**src/rtl/spi_slave_interface.sv**
```systemverilog
// SPI slave front end: deserialises 10-bit command frames for a memory stage and
// serialises 8-bit read data back out on MISO.
module spi_slave_interface (
    input  logic       clk,
    input  logic       rst_n,
    input  logic       SS_n,
    input  logic       MOSI,
    output logic       MISO,
    output logic [9:0] rx_data,
    output logic       rx_valid,
    input  logic [7:0] tx_data,
    input  logic       tx_valid
);

    typedef enum logic [2:0] {IDLE, CHK_CMD, WRITE, READ_ADD, READ_DATA} state_t;

    state_t     r_state, w_next;
    logic       r_rd_addr_rcvd;
    logic [9:0] r_rx_sr;
    logic [9:0] r_rx_data;
    logic       r_rx_valid;
    logic [3:0] r_bit_cnt;
    logic [7:0] r_tx_sr;
    logic [3:0] r_tx_cnt;
    logic       r_tx_done;
    logic       w_shifting;
    logic       w_tx_load;

    assign w_shifting = (r_state == WRITE) || (r_state == READ_ADD) || (r_state == READ_DATA);
    // Read data is accepted only once the read frame is complete, and only once per frame.
    assign w_tx_load  = (r_state == READ_DATA) && !SS_n && (r_bit_cnt == 4'd10)
                        && !r_tx_done && tx_valid;

    assign rx_data  = r_rx_data;
    assign rx_valid = r_rx_valid;
    assign MISO     = (r_tx_cnt != 4'd0) && r_tx_sr[7];

    always_ff @(posedge clk or negedge rst_n) begin
        if (!rst_n) r_state <= IDLE;
        else        r_state <= w_next;
    end

    always_comb begin
        w_next = r_state;
        case (r_state)
            IDLE:    if (!SS_n) w_next = CHK_CMD;
            CHK_CMD: begin
                if (SS_n)                w_next = IDLE;
                else if (!MOSI)          w_next = WRITE;
                else if (r_rd_addr_rcvd) w_next = READ_DATA;
                else                     w_next = READ_ADD;
            end
            default: if (SS_n) w_next = IDLE;
        endcase
    end

    always_ff @(posedge clk or negedge rst_n) begin
        if (!rst_n) begin
            r_rd_addr_rcvd <= 1'b0;
            r_rx_sr        <= '0;
            r_rx_data      <= '0;
            r_rx_valid     <= 1'b0;
            r_bit_cnt      <= '0;
            r_tx_sr        <= '0;
            r_tx_cnt       <= '0;
            r_tx_done      <= 1'b0;
        end else begin
            r_rx_valid <= 1'b0;
            // SS_n high wins over everything, including a 10th bit arriving on this edge.
            if (SS_n || !w_shifting) begin
                r_rx_sr   <= '0;
                r_bit_cnt <= '0;
                r_tx_sr   <= '0;
                r_tx_cnt  <= '0;
                r_tx_done <= 1'b0;
            end else begin
                if (r_bit_cnt != 4'd10) begin
                    r_rx_sr   <= {r_rx_sr[8:0], MOSI};
                    r_bit_cnt <= r_bit_cnt + 4'd1;
                end
                if (r_bit_cnt == 4'd9) begin
                    r_rx_data  <= {r_rx_sr[8:0], MOSI};
                    r_rx_valid <= 1'b1;
                    if (r_state == READ_ADD)  r_rd_addr_rcvd <= 1'b1;
                    if (r_state == READ_DATA) r_rd_addr_rcvd <= 1'b0;
                end
                if (w_tx_load) begin
                    r_tx_sr   <= tx_data;
                    r_tx_cnt  <= 4'd8;
                    r_tx_done <= 1'b1;
                end else if (r_tx_cnt != 4'd0) begin
                    r_tx_sr  <= {r_tx_sr[6:0], 1'b0};
                    r_tx_cnt <= r_tx_cnt - 4'd1;
                end
            end
        end
    end

endmodule

```
**config.mk**
```make
export PLATFORM = sky130hd
export DESIGN_NAME = spi_slave_interface
export DESIGN_NICKNAME = d
export VERILOG_FILES = /design/src/rtl/spi_slave_interface.sv
export SDC_FILE = /design/constraint.sdc
export NUM_CORES = 1
export LEC_CHECK = 0
export CORE_MARGIN = 5
export CORE_UTILIZATION = 58
export CTS_CLUSTER_DIAMETER = 150
export DETAILED_ROUTE_END_ITERATION = 7
export GPL_ROUTABILITY_DRIVEN = 0
export PLACE_DENSITY = 0.83
export SYNTH_ARGS = -nofsm -noshare
export SYNTH_HDL_FRONTEND = slang
export SYNTH_SLANG_ARGS = --single-unit
```
**constraint.sdc**
```tcl
create_clock -name clk -period 5.4 [get_ports clk]
set_input_delay 1.62 -clock clk [delete_from_list [all_inputs] [get_ports clk]]
set_output_delay 1.62 -clock clk [all_outputs]
set_load 0.02 [all_outputs]
```
==> impl_summary.log <==
[metrics] Diodes inserted: 0
[metrics] pin count of the biggest net entering global routing: 42
[metrics] floorplan die area: 0.00451 mm^2
[metrics] highest fanout seen on the critical path: 3
[metrics] kind of launch point of the worst setup path: flip-flop
[metrics] max_slew headroom: roughly 41%
[metrics] fraction of power consumed by sequential logic: approximately 57%
[metrics] final setup slack of the worst path: 1.82 ns
[metrics] floorplan row count: 20
[metrics] run status: finished, final reports clean
[metrics] shortest period the worst path allows: between 3 and 4 ns
[metrics] router iterations before antenna repair: 4
[metrics] routed wire length: about 3900 um
[metrics] detailed-route DRC error count: 0
[metrics] clock latency on the worst-skew pair: roughly 0.36 ns
[metrics] met3 Resource Use GR: approximately 4.3%
[metrics] area share of the largest cell type after synthesis: a little over half
[metrics] port bufs: 24
[metrics] max-capacitance violation count: 0
[metrics] clock skew after layout: ~0.012 ns
[metrics] IR Drop Worst-Case VDD: around 0.16 mV
[metrics] FF+latch count, synth: 41
[metrics] Final Power: ~0.55 mW
[metrics] post-synthesis area per instance: about 11 um^2
[metrics] type of destination of the critical path: output pin
[metrics] Detail Placement HPWL: 2620 um
[metrics] number of routed nets with antenna violations: 0
[metrics] Num CTS Buffers: 5
[metrics] number of gates resized after CTS: 0
[metrics] aggregate global routing overflow: 0
[metrics] upper clock frequency limit: around 280 MHz
[metrics] Post-synth top flop: sky130_fd_sc_hd__dfrtp_1
[metrics] GR peak layer: met2
[metrics] register area share after synthesis: 54.2%
[metrics] Chip Height: around 67 um
[metrics] final worst path period share: 66.3%
[metrics] Post-Synthesis Cells: 172
[metrics] total of hold buffers inserted after clock tree synthesis: 0
[metrics] final-stage net count: around 210
[metrics] starting density of the core: about 61%
[metrics] worst setup timing slack at the placement stage: around 1.8 ns
[metrics] setup tns final: 0 ns
[metrics] fraction of synthesis flops using an asynchronous set or reset pin: 100%
[metrics] Cells after DPL: approximately 230
[metrics] top cells by area in the synthesized netlist: sky130_fd_sc_hd__dfrtp_1, sky130_fd_sc_hd__mux2_2, sky130_fd_sc_hd__mux2i_1
[metrics] number of synthesized flops with an enable pin: 0
[metrics] clk sinks: 41
[metrics] power density relative to cell area: about 250 mW/mm^2
[metrics] Starting DRT DRC Count: 130
[metrics] Least-Margin Pin Slew: between 0.8 and 0.9 ns
[metrics] buffer count from post-CTS setup fixing: 0
[metrics] area of the multi-input gates: roughly 790 um^2
[metrics] fill cell instance count of the final layout: 240
[metrics] unrepaired setup endpoints after global routing: false
[metrics] TritonCTS clock tree: built
[metrics] depth of the CTS H-tree: 2
[metrics] area of the core region: just over 0.003 mm^2
[metrics] Crit Path Category: flip-flop to output pin
[metrics] Post-Layout Cell Count: about 240
[metrics] vias in the first global route: approximately 1.4k
[metrics] per-cell routed wire length: around 16 um
[metrics] antenna violations before repair: 0
[metrics] unique cell type count in the Yosys netlist: 36
[metrics] chip width: between 60 and 70 um
[metrics] share of layout cells above drive strength 1: between 10% and 20%
[metrics] switching fraction of total power: roughly a quarter
[metrics] global-route total usage across every layer: between 20% and 30%
[metrics] internal power: between 0.4 and 0.5 mW
[metrics] Clock power frac: roughly 37%
[metrics] met2 track utilization from global routing: a little over a third
[metrics] critical path arrival: just under 2 ns
[metrics] Comb power frac: roughly 5.5%
[metrics] vias per cell: around 5.7
[metrics] biggest area consumer among synthesized cells: sky130_fd_sc_hd__dfrtp_1
[metrics] final hold violation count: 0
[metrics] post-CTS clock slew at the launch and capture registers of the worst setup and hold paths: between 0.1 and 0.15 ns
[metrics] I/O pin count: 25
[metrics] met1 usage in global routing: between 20% and 30%
[metrics] final setup violation count: 0
[metrics] clock tree root buffer cell: sky130_fd_sc_hd__clkbuf_4
[metrics] area used by sequential logic in the layout: 0.00103 mm^2
[metrics] Area Overhead vs Synth: 17.6%
[metrics] switching power total: ~0.13 mW
[metrics] wire length of the first global-routing pass: a little under 7000 um
[metrics] number of nets in the synthesized netlist: 190
[metrics] Post-Syn Area: about 0.0019 mm^2
[metrics] number of buffers between clock root and the deepest sink: 2
[metrics] Required @ worst endpoint: approximately 3.8 ns
[metrics] leakage power figure: just under 1 nW
[metrics] max-slew violation count: 0
[metrics] Worst Hold Class: flip-flop to flip-flop
[metrics] count of warnings emitted by yosys: 0
[metrics] Via Count: about 1.4k
-- critical path, cell delays in order (launching register included) --
cell and delay (ns):
sky130_fd_sc_hd__dfrtp_1 0.40, sky130_fd_sc_hd__inv_1 0.11, sky130_fd_sc_hd__ha_1 0.20, sky130_fd_sc_hd__nor3b_1 0.27, sky130_fd_sc_hd__nor2b_1 0.08, sky130_fd_sc_hd__clkdlybuf4s50_1 0.54
-- stage by stage --
step / util [%] / hold slack [ns] / cell area, um^2
after CTS: 71.8 / 0.523 / 2230
after detailed placement: 69.1 / 0.494 / 2140
after global routing: 71.8 / 0.547 / 2230
after global placement: 69.1 / 0.489 / 2140
final: 71.8 / 0.518 / 2230
after floorplan: - / 0.479 / 1890
-- path summary, 6_finish.rpt --
kind                       depth (start not counted)  slack [ns]          from     endpoint
max reg2reg                                        5        3.02  r_bit_cnt[0]   r_tx_sr[3]
min reg2reg                                        1        0.52    rx_data[9]   rx_data[9]
max in group asynchronous                          1        3.48         rst_n   rx_data[0]
max                                                5        1.82   r_tx_cnt[0]         MISO
min in group asynchronous                          1        1.36         rst_n  r_tx_cnt[0]
min                                                1        0.52    rx_data[9]   rx_data[9]
-- flip-flops by register name (all words and copies together) (netlist names) --
signal / count
rx_data: 10
r_rx_sr: 9
r_tx_sr: 8
r_bit_cnt: 4
r_tx_cnt: 4
r_state: 3
r_rd_addr_rcvd: 1
r_tx_done: 1
rx_valid: 1
-- per-layer routing --
| layer | part of all wire [%] | vias up |
|---|---|---|
| li1 | - | 654 |
| met1 | 41 | 669 |
| met2 | 54 | 31 |
| met3 | 3.6 | 7 |
| met4 | 1.4 | 0 |
| met5 | 0 | - |
-- synthesized netlist by cell type (all sizes together), types with 5 or more instances --
| cell type | n |
|---|---|
| a211oi | 9 |
| a21oi | 14 |
| clkbuf | 7 |
| dfrtp | 41 |
| ha | 5 |
| inv | 7 |
| mux2 | 10 |
| mux2i | 8 |
| nand2 | 19 |
| nor2 | 8 |
| nor4 | 8 |
-- kinds of logic after synthesis --
kind of cell,synth area share (%)
buf+inv,4.30
xor+xnor,2.31
flops,54.2
fa+ha+maj,3.30
mux,10.2
simple gates,15.5
compound gates,10.2
-- cell type report --
cell class	count	share of cell area, %
multi-input combinational	113	35.3
clock inverter	3	2.08
tap	44	2.47
sequential	41	46.1
inverter	7	1.18
clock buffer	5	1.69
timing repair buffer	26	11.2
-- power groups by stage --
stage	Sequential [mW]	Combinational, mW	Clock, mW
after floorplan	0.319	0.0116	0
after CTS	0.313	0.0309	0.210
after global placement	0.318	0.0286	0
final	0.313	0.0303	0.204
after global routing	0.314	0.0339	0.225
after detailed placement	0.319	0.0307	0
-- cells in the final DEF, fill, tap and decap left out, types with 2 or more instances in the layout --
master,count
sky130_fd_sc_hd__ha_1,5
sky130_fd_sc_hd__nor2_1,8
sky130_fd_sc_hd__nand3b_1,2
sky130_fd_sc_hd__a211oi_1,9
sky130_fd_sc_hd__clkbuf_4,5
sky130_fd_sc_hd__nor2b_1,2
sky130_fd_sc_hd__mux2i_1,8
sky130_fd_sc_hd__clkdlybuf4s50_1,23
sky130_fd_sc_hd__buf_4,2
sky130_fd_sc_hd__nor4_1,8
sky130_fd_sc_hd__dfrtp_1,41
sky130_fd_sc_hd__mux2_2,10
sky130_fd_sc_hd__nand2b_1,2
sky130_fd_sc_hd__inv_1,7
sky130_fd_sc_hd__nand2_1,19
sky130_fd_sc_hd__xnor2_1,4
sky130_fd_sc_hd__a21oi_1,14
sky130_fd_sc_hd__nor4bb_1,2
sky130_fd_sc_hd__nor3_1,4
Note: power is estimated with default switching activity, not from simulation.
